**src/rtl/id_stage_pipe.sv**
```systemverilog
// id_stage_pipe: RV32I decode stage (LUI/AUIPC/OP-IMM/OP) with regfile read
// control, prioritised operand forwarding, load-use interlock and an ID/EX
// pipeline register using valid/ready handshakes on both sides.
//
// Ports:
//   clk, rst                 clock, asynchronous active-high reset
//   if_valid_i / if_ready_o  upstream handshake for pc_i / inst_i
//   flush_i                  drops ID/EX content and the incoming instruction
//   reg{1,2}_read_o/addr_o   combinational regfile read requests
//   reg{1,2}_data_i          regfile read data
//   fwd_*_i                  NFWD forwarding sources, index 0 has priority
//   ex_valid_o / ex_ready_i  downstream handshake for the ID/EX register
//   aluop_o .. wreg_o        registered ID/EX payload
//   stall_cnt_o              saturating count of load-use bubbles
//
// Optional feature: define ID_ILLEGAL_EXC_EN to add the registered illegal_o
// output and to treat funct7=0x20 on operations without an alternate form as
// illegal.

module id_stage_pipe #(
    parameter int unsigned XLEN  = 32,
    parameter int unsigned NFWD  = 2,
    parameter int unsigned CNT_W = 16
) (
    input  logic                 clk,
    input  logic                 rst,
    input  logic                 if_valid_i,
    output logic                 if_ready_o,
    input  logic [XLEN-1:0]      pc_i,
    input  logic [31:0]          inst_i,
    input  logic                 flush_i,
    output logic                 reg1_read_o,
    output logic                 reg2_read_o,
    output logic [4:0]           reg1_addr_o,
    output logic [4:0]           reg2_addr_o,
    input  logic [XLEN-1:0]      reg1_data_i,
    input  logic [XLEN-1:0]      reg2_data_i,
    input  logic [NFWD-1:0]      fwd_wreg_i,
    input  logic [NFWD*5-1:0]    fwd_wd_i,
    input  logic [NFWD*XLEN-1:0] fwd_wdata_i,
    input  logic [NFWD-1:0]      fwd_load_i,
    output logic                 ex_valid_o,
    input  logic                 ex_ready_i,
    output logic [7:0]           aluop_o,
    output logic [2:0]           alusel_o,
    output logic [XLEN-1:0]      reg1_o,
    output logic [XLEN-1:0]      reg2_o,
    output logic [XLEN-1:0]      imm_o,
    output logic [XLEN-1:0]      pc_o,
    output logic [4:0]           wd_o,
    output logic                 wreg_o,
`ifdef ID_ILLEGAL_EXC_EN
    output logic                 illegal_o,
`endif
    output logic [CNT_W-1:0]     stall_cnt_o
);

    localparam logic [6:0] OPC_LUI   = 7'b0110111;
    localparam logic [6:0] OPC_AUIPC = 7'b0010111;
    localparam logic [6:0] OPC_OPIMM = 7'b0010011;
    localparam logic [6:0] OPC_OP    = 7'b0110011;

    localparam logic [6:0] F7_BASE = 7'h00;
    localparam logic [6:0] F7_ALT  = 7'h20;

    localparam logic [7:0] EXE_NOP_OP  = 8'b0000_0000;
    localparam logic [7:0] EXE_AND_OP  = 8'b0010_0100;
    localparam logic [7:0] EXE_OR_OP   = 8'b0010_0101;
    localparam logic [7:0] EXE_XOR_OP  = 8'b0010_0110;
    localparam logic [7:0] EXE_SLL_OP  = 8'b0111_1100;
    localparam logic [7:0] EXE_SRL_OP  = 8'b0000_0010;
    localparam logic [7:0] EXE_SRA_OP  = 8'b0000_0011;
    localparam logic [7:0] EXE_SLT_OP  = 8'b0010_1010;
    localparam logic [7:0] EXE_SLTU_OP = 8'b0010_1011;
    localparam logic [7:0] EXE_ADD_OP  = 8'b0010_0000;
    localparam logic [7:0] EXE_SUB_OP  = 8'b0010_0010;

    localparam logic [2:0] EXE_RES_NOP   = 3'b000;
    localparam logic [2:0] EXE_RES_LOGIC = 3'b001;
    localparam logic [2:0] EXE_RES_SHIFT = 3'b010;
    localparam logic [2:0] EXE_RES_ARITH = 3'b100;

    typedef enum logic [1:0] {ST_EMPTY, ST_FULL, ST_STALL} state_t;

    state_t state;

    logic [6:0] opcode;
    logic [2:0] funct3;
    logic [6:0] funct7;
    logic [4:0] rd;

    logic [7:0]      d_aluop;
    logic [2:0]      d_alusel;
    logic [XLEN-1:0] d_imm;
    logic            d_re1;
    logic            d_re2;
    logic            d_wreg;
    logic            d_rs1_pc;
    logic            d_illegal;

    logic [XLEN-1:0] fwd1_data;
    logic [XLEN-1:0] fwd2_data;
    logic            fwd1_load;
    logic            fwd2_load;
    logic [XLEN-1:0] op1;
    logic [XLEN-1:0] op2;

    logic adv;
    logic hazard;

    assign opcode = inst_i[6:0];
    assign rd     = inst_i[11:7];
    assign funct3 = inst_i[14:12];
    assign funct7 = inst_i[31:25];

    assign reg1_addr_o = inst_i[19:15];
    assign reg2_addr_o = inst_i[24:20];
    assign reg1_read_o = d_re1;
    assign reg2_read_o = d_re2;

    // Instruction decode; any unrecognised encoding collapses to a NOP.
    always_comb begin
        d_aluop   = EXE_NOP_OP;
        d_alusel  = EXE_RES_NOP;
        d_imm     = '0;
        d_re1     = 1'b0;
        d_re2     = 1'b0;
        d_wreg    = 1'b0;
        d_rs1_pc  = 1'b0;
        d_illegal = 1'b0;
        case (opcode)
            OPC_LUI: begin
                d_aluop  = EXE_OR_OP;
                d_alusel = EXE_RES_LOGIC;
                d_imm    = XLEN'($signed({inst_i[31:12], 12'h000}));
                d_wreg   = 1'b1;
            end
            OPC_AUIPC: begin
                d_aluop  = EXE_ADD_OP;
                d_alusel = EXE_RES_ARITH;
                d_imm    = XLEN'($signed({inst_i[31:12], 12'h000}));
                d_wreg   = 1'b1;
                d_rs1_pc = 1'b1;
            end
            OPC_OPIMM: begin
                d_re1  = 1'b1;
                d_wreg = 1'b1;
                d_imm  = XLEN'($signed(inst_i[31:20]));
                case (funct3)
                    3'b000: begin d_aluop = EXE_ADD_OP;  d_alusel = EXE_RES_ARITH; end
                    3'b010: begin d_aluop = EXE_SLT_OP;  d_alusel = EXE_RES_ARITH; end
                    3'b011: begin d_aluop = EXE_SLTU_OP; d_alusel = EXE_RES_ARITH; end
                    3'b100: begin d_aluop = EXE_XOR_OP;  d_alusel = EXE_RES_LOGIC; end
                    3'b110: begin d_aluop = EXE_OR_OP;   d_alusel = EXE_RES_LOGIC; end
                    3'b111: begin d_aluop = EXE_AND_OP;  d_alusel = EXE_RES_LOGIC; end
                    3'b001: begin
                        d_aluop  = EXE_SLL_OP;
                        d_alusel = EXE_RES_SHIFT;
                        d_imm    = XLEN'(inst_i[24:20]);
                        d_illegal = (funct7 != F7_BASE) && (funct7 != F7_ALT);
`ifdef ID_ILLEGAL_EXC_EN
                        if (funct7 == F7_ALT) d_illegal = 1'b1;
`endif
                    end
                    default: begin
                        d_aluop  = (funct7 == F7_ALT) ? EXE_SRA_OP : EXE_SRL_OP;
                        d_alusel = EXE_RES_SHIFT;
                        d_imm    = XLEN'(inst_i[24:20]);
                        d_illegal = (funct7 != F7_BASE) && (funct7 != F7_ALT);
                    end
                endcase
            end
            OPC_OP: begin
                d_re1  = 1'b1;
                d_re2  = 1'b1;
                d_wreg = 1'b1;
                d_illegal = (funct7 != F7_BASE) && (funct7 != F7_ALT);
`ifdef ID_ILLEGAL_EXC_EN
                // Only ADD/SUB and SRL/SRA have a funct7=0x20 variant.
                if ((funct7 == F7_ALT) && (funct3 != 3'b000) && (funct3 != 3'b101))
                    d_illegal = 1'b1;
`endif
                case (funct3)
                    3'b000: begin
                        d_aluop  = (funct7 == F7_ALT) ? EXE_SUB_OP : EXE_ADD_OP;
                        d_alusel = EXE_RES_ARITH;
                    end
                    3'b001: begin d_aluop = EXE_SLL_OP;  d_alusel = EXE_RES_SHIFT; end
                    3'b010: begin d_aluop = EXE_SLT_OP;  d_alusel = EXE_RES_ARITH; end
                    3'b011: begin d_aluop = EXE_SLTU_OP; d_alusel = EXE_RES_ARITH; end
                    3'b100: begin d_aluop = EXE_XOR_OP;  d_alusel = EXE_RES_LOGIC; end
                    3'b101: begin
                        d_aluop  = (funct7 == F7_ALT) ? EXE_SRA_OP : EXE_SRL_OP;
                        d_alusel = EXE_RES_SHIFT;
                    end
                    3'b110: begin d_aluop = EXE_OR_OP;   d_alusel = EXE_RES_LOGIC; end
                    default: begin d_aluop = EXE_AND_OP; d_alusel = EXE_RES_LOGIC; end
                endcase
            end
            default: d_illegal = 1'b1;
        endcase
        // Illegal encodings read nothing so they can never raise an interlock.
        if (d_illegal) begin
            d_aluop  = EXE_NOP_OP;
            d_alusel = EXE_RES_NOP;
            d_imm    = '0;
            d_re1    = 1'b0;
            d_re2    = 1'b0;
            d_wreg   = 1'b0;
            d_rs1_pc = 1'b0;
        end
    end

    // Forwarding match; scanning from the oldest source down lets index 0 win.
    always_comb begin
        fwd1_data = reg1_data_i;
        fwd2_data = reg2_data_i;
        fwd1_load = 1'b0;
        fwd2_load = 1'b0;
        for (int k = NFWD - 1; k >= 0; k--) begin
            if (fwd_wreg_i[k] && (fwd_wd_i[5*k +: 5] == reg1_addr_o)) begin
                fwd1_data = fwd_wdata_i[XLEN*k +: XLEN];
                fwd1_load = fwd_load_i[k];
            end
            if (fwd_wreg_i[k] && (fwd_wd_i[5*k +: 5] == reg2_addr_o)) begin
                fwd2_data = fwd_wdata_i[XLEN*k +: XLEN];
                fwd2_load = fwd_load_i[k];
            end
        end
    end

    // Operand select: x0 reads as zero, non-read ports take pc/zero or imm.
    always_comb begin
        if (!d_re1)                  op1 = d_rs1_pc ? pc_i : '0;
        else if (reg1_addr_o == '0)  op1 = '0;
        else                         op1 = fwd1_data;
        if (!d_re2)                  op2 = d_imm;
        else if (reg2_addr_o == '0)  op2 = '0;
        else                         op2 = fwd2_data;
    end

    assign hazard = if_valid_i &&
                    ((d_re1 && (reg1_addr_o != '0) && fwd1_load) ||
                     (d_re2 && (reg2_addr_o != '0) && fwd2_load));
    assign adv        = (state != ST_FULL) || ex_ready_i;
    assign if_ready_o = flush_i || (adv && !hazard);

    // ID/EX register and EMPTY/FULL/STALL sequencing; flush takes priority.
    always_ff @(posedge clk or posedge rst) begin
        if (rst) begin
            state       <= ST_EMPTY;
            ex_valid_o  <= 1'b0;
            aluop_o     <= EXE_NOP_OP;
            alusel_o    <= EXE_RES_NOP;
            reg1_o      <= '0;
            reg2_o      <= '0;
            imm_o       <= '0;
            pc_o        <= '0;
            wd_o        <= '0;
            wreg_o      <= 1'b0;
`ifdef ID_ILLEGAL_EXC_EN
            illegal_o   <= 1'b0;
`endif
            stall_cnt_o <= '0;
        end else if (flush_i) begin
            state      <= ST_EMPTY;
            ex_valid_o <= 1'b0;
`ifdef ID_ILLEGAL_EXC_EN
            illegal_o  <= 1'b0;
`endif
        end else if (adv) begin
            if (hazard) begin
                state      <= ST_STALL;
                ex_valid_o <= 1'b0;
`ifdef ID_ILLEGAL_EXC_EN
                illegal_o  <= 1'b0;
`endif
                if (stall_cnt_o != '1)
                    stall_cnt_o <= stall_cnt_o + CNT_W'(1);
            end else if (if_valid_i) begin
                state      <= ST_FULL;
                ex_valid_o <= 1'b1;
                aluop_o    <= d_aluop;
                alusel_o   <= d_alusel;
                reg1_o     <= op1;
                reg2_o     <= op2;
                imm_o      <= d_imm;
                pc_o       <= pc_i;
                wd_o       <= d_illegal ? 5'd0 : rd;
                wreg_o     <= d_wreg && (rd != 5'd0);
`ifdef ID_ILLEGAL_EXC_EN
                illegal_o  <= d_illegal;
`endif
            end else begin
                state      <= ST_EMPTY;
                ex_valid_o <= 1'b0;
`ifdef ID_ILLEGAL_EXC_EN
                illegal_o  <= 1'b0;
`endif
            end
        end
    end

endmodule

```
**config.mk**
```make
export PLATFORM = sky130hd
export DESIGN_NAME = id_stage_pipe
export DESIGN_NICKNAME = d
export VERILOG_FILES = /design/src/rtl/id_stage_pipe.sv
export SDC_FILE = /design/constraint.sdc
export NUM_CORES = 1
export LEC_CHECK = 0
export ABC_AREA = 1
export BUFFER_PORTS_ARGS = -buffer_cell sky130_fd_sc_hd__buf_2
export CAP_MARGIN = 10
export CELL_PAD_IN_SITES_DETAIL_PLACEMENT = 0
export CELL_PAD_IN_SITES_GLOBAL_PLACEMENT = 1
export CORE_ASPECT_RATIO = 0.7
export CORE_MARGIN = 2
export CORE_UTILIZATION = 34
export DETAILED_ROUTE_END_ITERATION = 10
export GPL_ROUTABILITY_DRIVEN = 0
export GPL_TIMING_DRIVEN = 0
export PLACE_DENSITY_LB_ADDON = 0.1
export SLEW_MARGIN = 10
export SYNTH_ARGS = -nofsm -noshare
export SYNTH_HDL_FRONTEND = slang
export SYNTH_SLANG_ARGS = --single-unit
```
**constraint.sdc**
```tcl
create_clock -name clk -period 5.6 [get_ports clk]
set_input_delay 0.28 -clock clk [delete_from_list [all_inputs] [get_ports clk]]
set_output_delay 0.28 -clock clk [all_outputs]
set_load 0.03 [all_outputs]
```
==> Yosys cells after proc, flatten, opt, wreduce, memory -nomap -nowiden <==
Cells that the tools add are included.
{ "classes": {"add_sub_neg": 1, "eq_ne": 19, "muxes": 45, "bitwise_logic": 2, "n_reduce_logical": 33} }
{ "ops": {"columns": ["operator", "count"], "rows": [
  ["2-to-1 mux 32 bit", 11],
  ["case mux 7 bit (7 select lines)", 2],
  ["case mux 32 bit (2 select lines)", 1],
  ["case mux 7 bit (4 select lines)", 1],
  ["equality test 7 x 6 -> 1 bit (second input constant)", 3],
  ["equality test 5 bit", 4],
  ["2-to-1 mux 1 bit", 19],
  ["adder 16 x 1 -> 16 bit (second input constant)", 1],
  ["inequality test 16 bit (second input constant)", 1],
  ["nonzero test 5 bit", 3],
  ["equality test 7 x 5 -> 1 bit (second input constant)", 2],
  ["equality test 3 bit (second input constant)", 4],
  ["logical AND 1 bit", 12],
  ["case mux 3 bit (2 select lines)", 2],
  ["case mux 3 bit (4 select lines)", 1],
  ["logical NOT 5 bit", 2],
  ["2-to-1 mux 2 bit", 4],
  ["2-to-1 mux 8 bit", 1],
  ["AND reduction 4 bit", 2],
  ["inequality test 7 x 6 -> 1 bit (second input constant)", 1],
  ["nonzero test 7 bit", 1],
  ["equality test 3 x 2 -> 1 bit (second input constant)", 2],
  ["OR reduction 2 bit", 3],
  ["OR reduction 3 bit", 2],
  ["12 further kinds", 15]
]} }
{ "totals": {"regBits": 164, "input_bits": 211, "output_inout_bits": 175} }

==> Logic depth before layout (Yosys ltp) <==
Gate-level depths: netlist of run 1.
{ "depth": {"depth_word": 12, "depth_mapped": 15, "mapped_depth_nobuf": 15} }

==> Least setup slack after synthesis of run 1 <==
OpenSTA, ideal clock, no wires.
{ "synth_timing": {"path_kind": "reg2reg", "start": "register stall_cnt_o[0]", "end": "register stall_cnt_o[4]", "setup_ns": 0.118, "arrival_time_ns": 2.074, "required_ns": 5.482, "slack_ns": 3.407, "path_stages_with_launch": 14, "n_path_buf": 1, "path_cell_list": "dfrtp_1 ha_1 nand2_1 nor2_2 nand3_1 nor2_1 nand2_1 nor2_1 a31oi_1 nand2_4 inv_6 buf_8 nand3b_1 nand2_1"} }
{ "synth_between": {"elab_chain_len": 2, "word_cells_on_any_way": 3, "cone_classes": "add/sub (1); eq/ne (1); reduce/logical (1)"} }
{ "synth_lines": {"columns": ["element", "line_no", "source"], "rows": [
  ["from (decl)", "55", "output logic [CNT_W-1:0] stall_cnt_o"],
  ["from (signal assigned)", "279", "stall_cnt_o <= stall_cnt_o + CNT_W'(1);"],
  ["branches (longest 2 deep; another with adder 16 x 1 -> 16 bit)", null, null]
]} }
Parallel ways; which one is timed is not known.
A chain may end at the register's enable or synchronous reset.

==> Final worst setup path of run 1 <==
{ "layout_timing": {"start": "register stall_cnt_o[0]", "end": "register stall_cnt_o[5]"} }
The elaborated chain is that of the path after synthesis.

==> key figures, run 1 <==
Status
  – Status: finished clean

Timing
  – Post-layout min period: between 2000 and 2500 ps
  – RSZ-0062 raised after global routing: false
  – Highest clock rate: ~0.42 GHz
  – Final Max Slew Viols: 0
  – Slew Limit Headroom: 0.463
  – Worst-margin pin slew: roughly 800 ps
  – Final Hold Fails: 0
  – Skew final: 8.60 ps
  – Hold Slack: about 54 ps
  – Final setup viols: 0
  – Post-route setup slack: about 3200 ps
  – Final worst-path cycle share: 0.422

Clock tree
  – H-tree depth: 4
  – Post-CTS setup buffers: 0
  – CTS root buffer: clkbuf_16
  – Clk Latency, worst-skew pair: approximately 440 ps
  – CTS Hold Bufs: 1
  – Clk sink count: 161
  – Resize count post-CTS: 0
  – Clock transition at the registers of the reported paths: approximately 80 ps
  – Clock tree buffer depth: 2
  – Num CTS Buffers: 17
  – CTS tree: done

Floorplan
  – Die span in x: ~200 um
  – Initial Util: 0.344
  – Core area: approximately 28000 um2
  – Die area: roughly 30000 um2
  – Die Height: about 140 um
  – Standard-cell rows: 51
  – IO Pins: 386

Power
  – Power per cell area: about 240 nW/um2
  – Clock network fraction of design power: 0.408
  – Switching Fraction: 0.320
  – Int Power: 2.01 mW
  – VDD IR-drop max: roughly 0.21 mV
  – NetSw: around 0.95 mW
  – Seq pwr share: 0.415
  – Comb power frac: 0.177
  – LEAKAGE: between 7 and 8 nW
  – Pwr Total: slightly below 3 mW

Final layout
  – Fin area: approximately 13000 um2
  – Most common cell after layout, fill and taps aside: nand2_1
  – Post-Layout Cell Count: about 2200
  – Most frequent cells in the layout: 594 x nand2_1, 408 x buf_2, 161 x dfrtp_1, 109 x o21ai_0, 108 x inv_1
  – Multi-input logic area: around 4500 um2
  – Share of layout cells above drive strength 1: 0.290
  – Final net count: about 2000
  – FF+latch area: 4030 um2
  – FILL cells: approximately 3000
  – Area Overhead vs Synth: 31.8%

GRT
  – Largest net degree at the start of global routing: between 90 and 100
  – Overflow after GRT: 0
  – All-Layer GR Usage: 0.301
  – Antenna violations before repair: 8
  – First-pass GRT wire length: approximately 64000 um
  – Number of global-route vias before repair: roughly 10000

Synthesis
  – Post-synth top area share: 0.424
  – Ys Warns: 0
  – Main synth FF type: dfrtp_1
  – Avg Cell Area, Syn: around 7 um2
  – Yosys cell types: between 40 and 50
  – Top cell type by total area after synthesis: dfrtp_1
  – Async S/R FF share, synth: 1.00
  – Post-Syn Nets: between 1500 and 2000
  – Top post-synthesis cells by area: dfrtp_1 42%, nand2_1 23%, o21ai_0 5.7%, inv_1 4.3%, o211ai_1 4.1%
  – Seq/Total Area, Yosys: 0.424
  – Syn Inst Count: ~1400
  – Post-synth EDFFs: 0
  – Mapped Area: between 9000 and 10000 um2
  – Seq cells post-synth: between 150 and 200

Drt
  – Met1 wire length: 20500 um
  – Max Used Layer: met5
  – Met2 routed WL: 20000 um
  – Met3 Routed Length: about 3600 um
  – WL/cell: 20.9 um
  – Remaining DRCs: 0
  – Via count: roughly 11000
  – Routed WL: 45000 um
  – Post-route ant nets: 0
  – Drt initial violations: slightly below 900
  – DRT Pass-1 Iters: 5
  – DR vias/cell: just over 5

Critical path
  – Critical path launch point type: flop
  – Max Fanout on Critical Path: 10
  – Crit path cell chain: ha_1 -> nand2_1 -> nor2_2 -> nand3_1 -> nor2_1 -> nand2_1 -> nor2_1 -> a31oi_1 -> nand2_4 -> inv_6 -> buf_8 -> nand3b_1 -> nand2_1
  – Most frequent CP cell: nand2_1
  – Slowest stage delay, CP: a little over 400 ps
  – Reg2reg path depth: 13
  – Delay-heaviest family, CP: simple AND/OR/NAND/NOR gates
  – Worst Path Required: 5940 ps
  – R2R Path Start: stall_cnt_o[0]
  – Reg2reg end: stall_cnt_o[5]
  – CP Class: reg -> reg
  – WP buf/inv: 2
  – Worst EP arrival: ~2700 ps
  – Slowest CP cell: dfrtp_1
  – Critical Path Source: stall_cnt_o[0]
  – Setup slack, reg-to-reg: ~3200 ps
  – Critical Path End Type: flop

Min path
  – Hold path cells: 3
  – HP Start: pc_i[30]
  – Hold Crit Class: in -> reg
  – Worst hold endpoint: pc_o[30]

Placement
  – Setup slack at placement: slightly below 3000 ps
  – Post-detail-place hpwl: approximately 36000 um
  – Post-place instance area: roughly 12000 um2
  – Placed cells: around 2100
  – IO buf count: 383

Run
  – Max cap viols: 0
## synth_stat cells, drive strengths merged, types with 7 or more instances
cell type and instances:
buf 61, clkbuf 19, dfrtp 161, inv 116
nand2 602, nand3 43, nand3b 7, nand4 27
nor2 74, nor3 9, o211ai 52, o21ai 148
or2 10
## how the worst max path moves through the flow
stage | to | slack (ps) | cells past startpoint
after floorplan | aluop_o[0] | 970 | 1
after global placement | stall_cnt_o[11] | -1380 | 2
after detailed placement | reg2_o[1] | 2960 | 12
after CTS | stall_cnt_o[5] | 3240 | 13
after global routing | stall_cnt_o[11] | 2970 | 13
final | stall_cnt_o[5] | 3240 | 13
## worst reg2reg max path, cell delays in order, from the launching register on
cell and delay (ps):
dfrtp_1 410, ha_1 220, nand2_1 80, nor2_2 150, nand3_1 170, nor2_1 200
nand2_1 140, nor2_1 140, a31oi_1 190, nand2_4 200, inv_6 70, buf_8 140
nand3b_1 90, nand2_1 50
## cell type report
class / count / area share
Clock buffer: 19 / 0.0354
Multi-Input combinational cell: 998 / 0.361
Clock inverter: 13 / 0.0112
Antenna cell: 6 / 0.00120
Buffer: 80 / 0.0403
Timing Repair Buffer: 385 / 0.156
Tap cell: 371 / 0.0371
Sequential cell: 161 / 0.322
Inverter: 117 / 0.0361
## cells by family (layout without fill, tap and decap cells)
logic type / Yosys count / count (layout) / share of synthesized area
AOI/OAI and AO/OA: 216 / 216 / 0.130
DFF: 161 / 161 / 0.424
and+or+nand+nor: 777 / 777 / 0.342
xor gates and xnor gates: 3 / 3 / 0.00277
adders and majority gates: 1 / 1 / 0.00132
other: 1 / 7 / 0.000395
buffers and inverters: 197 / 614 / 0.0998
## flip-flops by register name, indices dropped and copies added, names as in the netlist
name         count
imm_o           32
pc_o            32
reg1_o          32
reg2_o          32
stall_cnt_o     16
aluop_o          6
wd_o             5
alusel_o         3
state            2
wreg_o           1
## power by group through the flow
stage	registers, mW	logic, mW	clock network [mW]
finish	1.23	0.522	1.21
global route	1.23	0.565	1.28
CTS	1.23	0.522	1.22
detailed placement	1.25	0.520	0
global placement	1.25	0.515	0
floorplan	1.34	0.198	0
## layer usage
metal,track usage,vias to the layer above
li1,-,5149
met1,0.434,5212
met2,0.465,494
met3,0.0569,56
met4,0.0745,2
met5,0,-
## per-stage QoR
step / util / setup TNS (ps)
floorplan: - / 0
global placement: 0.430 / -218170
detailed placement: 0.431 / 0
finish: 0.453 / 0
CTS: 0.453 / 0
global route: 0.453 / 0
(Power assumes the default switching activity.)
==> run 2: changes to the inputs <==
--- a/config.mk
+++ b/config.mk
@@ -5,7 +5,7 @@
 export SDC_FILE = /design/constraint.sdc
 export NUM_CORES = 1
 export LEC_CHECK = 0
-export ABC_AREA = 1
+export ABC_AREA = 0
 export BUFFER_PORTS_ARGS = -buffer_cell sky130_fd_sc_hd__buf_2
 export CAP_MARGIN = 10
 export CELL_PAD_IN_SITES_DETAIL_PLACEMENT = 0
==> constraint.sdc (replaced) <==
create_clock -name clk -period 2.2 [get_ports clk]
set_input_delay 0.11 -clock clk [delete_from_list [all_inputs] [get_ports clk]]
set_output_delay 0.11 -clock clk [all_outputs]
set_load 0.03 [all_outputs]
==> key figures, run 2 <==
Synthesis
  – Top cells by count, synth: 355 x nand2_1, 161 x dfrtp_1, 114 x nor2_1 (was 594 x nand2_1, 161 x dfrtp_1, 109 x inv_1, 109 x o21ai_0, 65 x nor2_1)
  – Post-synth top area share: 0.466 (was 0.424)
  – Ys Warns: 0 (unchanged)
  – Seq cells post-synth: 161 (unchanged)
  – Most numerous cell in the Yosys netlist: nand2_1 (unchanged)
  – Avg Cell Area, Syn: 7.97 um2 (was 7.01 um2)
  – Async S/R FF share, synth: 1.00 (unchanged)
  – Syn Inst Count: 1086 (was 1356)
  – Top cell type by total area after synthesis: dfrtp_1 (unchanged)
  – Post-Syn Nets: 1298 (was 1568)
  – Post-synth EDFFs: 0 (unchanged)
  – Main synth FF type: dfrtp_1 (unchanged)
  – Top post-synthesis cells by area: dfrtp_1 47%, nand2_1 15%, nor2_1 4.9%, a31oi_1 3.7%, a21oi_1 3.3% (was dfrtp_1 42%, nand2_1 23%, o21ai_0 5.7%, inv_1 4.3%, o211ai_1 4.1%)
  – Mapped Area: 8650 um2 (was 9500 um2)
  – Yosys cell types: 51 (was 42)
  – Seq/Total Area, Yosys: 0.466 (was 0.424)

Timing
  – Skew final: 6.67 ps (was 8.60 ps)
  – Post-layout min period: about 2100 ps
  – Final Max Slew Viols: 0 (unchanged)
  – Highest clock rate: 0.470 GHz
  – Final worst-path cycle share: 0.967
  – Final setup viols: 0 (unchanged)
  – Hold Slack: 29.3 ps (was 54.4 ps)
  – Worst-margin pin slew: 644 ps (was 803 ps)
  – Slew Limit Headroom: 0.571 (was 0.463)
  – Final Hold Fails: 0 (unchanged)

Final layout
  – Most common cell after layout, fill and taps aside: buf_2 (was nand2_1)
  – Post-Layout Cell Count: 1879 (was 2150)
  – Fin area: 12300 um2 (was 12500 um2)
  – Most frequent cells in the layout: 387 x buf_2, 353 x nand2_1, 161 x dfrtp_1, 113 x nor2_1, 57 x a21oi_1 (was 594 x nand2_1, 408 x buf_2, 161 x dfrtp_1, 109 x o21ai_0, 108 x inv_1)
  – Final net count: 1753 (was 1972)
  – Share of layout cells above drive strength 1: 0.323 (was 0.290)
  – Area Overhead vs Synth: 42.2% (was 31.8%)
  – FILL cells: 2561 (was 3013)

Critical path
  – Critical Path End Type: flop (unchanged)
  – Worst Path Required: 2550 ps (was 5940 ps)
  – Most frequent CP cell: buf_6 (was nand2_1)
  – Crit path cell chain: dlygate4sd3_1 -> buf_6 -> nor3_4 -> buf_12 -> o211ai_4 -> o21bai_4 -> nand3b_1 -> buf_6 -> buf_6 -> buf_4 -> nand2_1 -> o31ai_1 (was ha_1 -> nand2_1 -> nor2_2 -> nand3_1 -> nor2_1 -> nand2_1 -> nor2_1 -> a31oi_1 -> nand2_4 -> inv_6 -> buf_8 -> nand3b_1 -> nand2_1)
  – WP buf/inv: 6 (was 2)
  – Max Fanout on Critical Path: 10 (unchanged)
  – CP Class: in -> reg (was reg -> reg)
  – Slowest stage delay, CP: 560 ps (was 410 ps)
  – Slowest CP cell: dlygate4sd3_1 (was dfrtp_1)
  – Delay-heaviest family, CP: buffers and inverters (was simple AND/OR/NAND/NOR gates)
  – Critical path launch point type: input pin (was flop)
  – Worst EP arrival: 2480 ps (was 2700 ps)

Status
  – Status: finished clean (unchanged)

GRT
  – Largest net degree at the start of global routing: 37 (was 92)
  – Number of global-route vias before repair: 9533 (was 10000)
  – Antenna violations before repair: 2 (was 8)
  – First-pass GRT wire length: 59300 um (was 64300 um)
  – All-Layer GR Usage: 0.301 (about the same)
  – Overflow after GRT: 0 (unchanged)

Clock tree
  – CTS tree: done (unchanged)
  – CTS root buffer: clkbuf_16 (unchanged)
  – Clk Latency, worst-skew pair: 440 ps (about the same)
  – Clock tree buffer depth: 2 (unchanged)
  – Num CTS Buffers: 17 (unchanged)
  – Clk sink count: 161 (unchanged)
  – H-tree depth: 4 (unchanged)
  – Clock transition at the registers of the reported paths: 70 ps (was 80 ps)

Power
  – Pwr Total: 7.96 mW (was 2.96 mW)
  – Comb power frac: 0.221 (was 0.177)
  – Switching Fraction: 0.332 (was 0.320)
  – VDD IR-drop max: 0.563 mV (was 0.214 mV)
  – Power per cell area: 647 nW/um2 (was 236 nW/um2)
  – LEAKAGE: 6.25 nW (was 7.30 nW)
  – Int Power: 5.32 mW (was 2.01 mW)
  – Seq pwr share: 0.411 (was 0.415)
  – Clock network fraction of design power: 0.369 (was 0.408)
  – NetSw: 2.64 mW (was 0.947 mW)

Drt
  – WL/cell: 21.6 um (was 20.9 um)
  – Met1 wire length: 18100 um (was 20500 um)
  – Via count: 9879 (was 10900)
  – Routed WL: 40600 um (was 45000 um)
  – Drt initial violations: 671 (was 887)
  – Met3 Routed Length: 3720 um (was 3570 um)
  – DRT Pass-1 Iters: 5 (unchanged)
  – Max Used Layer: met5 (unchanged)
  – DR vias/cell: 5.26 (was 5.08)
  – Met2 routed WL: 17900 um (was 20000 um)
  – Post-route ant nets: 0 (unchanged)
  – Remaining DRCs: 0 (unchanged)

Placement
  – Post-detail-place hpwl: 31300 um (was 35600 um)
  – IO buf count: 377 (was 383)
  – Post-place instance area: 11000 um2 (was 11900 um2)
  – Placed cells: 1792 (was 2111)

Min path
  – Hold Crit Class: in -> reg (unchanged)

Floorplan
  – Die Height: 137 um (was 144 um)
  – Standard-cell rows: 48 (was 51)
  – Core area: 24800 um2 (was 27600 um2)
  – IO Pins: 386 (unchanged)
  – Die span in x: 195 um (was 204 um)
  – Die area: 26800 um2 (was 29300 um2)
  – Initial Util: 0.349 (was 0.344)

Run
  – Max cap viols: 0 (unchanged)
run 2: routing by layer:
layer | GRT usage | up-vias
met5 | 0 | -
met4 | 0.0829 | 4
met3 | 0.0847 | 55
met2 | 0.464 | 433
met1 | 0.415 | 4779
li1 | - | 4608
run 2: cell type report:
type,instances,area [um2],share of cell area
Antenna cell,2,5.00,0.000407
Buffer,97,542,0.0440
Clock buffer,18,429,0.0349
Clock inverter,12,125,0.0102
Inverter,4,18.8,0.00153
Multi-Input combinational cell,822,4200,0.341
Sequential cell,161,4030,0.328
Tap cell,325,407,0.0331
Timing Repair Buffer,438,2550,0.207
run 2: worst paths after layout:
| path | from | cells past startpoint | endpoint | slack (ps) |
|---|---|---|---|---|
| min in group asynchronous | rst | 3 | state[0] | 270 |
| setup reg to reg | stall_cnt_o[7] | 7 | stall_cnt_o[1] | 80 |
| setup / recovery | inst_i[26] | 12 | alusel_o[1] | 70 |
| max in group asynchronous | rst | 5 | reg1_o[21] | 1070 |
| hold reg to reg | aluop_o[5] | 2 | aluop_o[5] | 470 |
| hold / removal | inst_i[27] | 3 | imm_o[27] | 30 |
run 2: kinds of logic after synthesis:
group           after synthesis  share of synthesized area
fa+ha+maj                     1                    0.00145
flops                       161                      0.466
mux                           1                    0.00130
compound gates              245                      0.181
other cells                   1                   0.000433
buf+inv                     103                     0.0606
xor+xnor                     35                     0.0354
simple gates                539                      0.254
run 2: metrics by stage:
step	setup WS (ps)	utilization	TNS, ps
after floorplan	47.2	-	0
after global placement	-1170	0.441	-312300
after detailed placement	-920	0.445	-118000
after CTS	6.26	0.490	0
after global routing	-0.259	0.496	-0.259
final	72.0	0.496	0
run 2: worst register-to-register path, delay by kind of cell (launching register included):
kind / cells / cell delay, ps
buffers and inverters: 1 / 160
AOI/OAI and AO/OA: 2 / 430
muxes: 1 / 320
and+or+nand+nor: 3 / 670
DFF: 1 / 440
run 2: power by group through the flow:
| stage | Combinational, mW | Sequential, mW | Clock (mW) |
|---|---|---|---|
| 6_report | 1.76 | 3.27 | 2.94 |
| 5_1_grt | 1.88 | 3.29 | 3.11 |
| 4_1_cts | 1.74 | 3.27 | 2.99 |
| 3_5_place_dp | 1.66 | 3.32 | 0 |
| 3_3_place_gp | 1.63 | 3.32 | 0 |
| 2_1_floorplan | 0.522 | 3.73 | 0 |
run 2: repair_timing:
item                                    CTS  global route
gates resized for setup                  22            30
buffers inserted                          3             7
endpoints found under the setup margin  153           126
hold buffers                             47             0
pin swaps                                 5             2
endpoints found under the hold margin    96             0
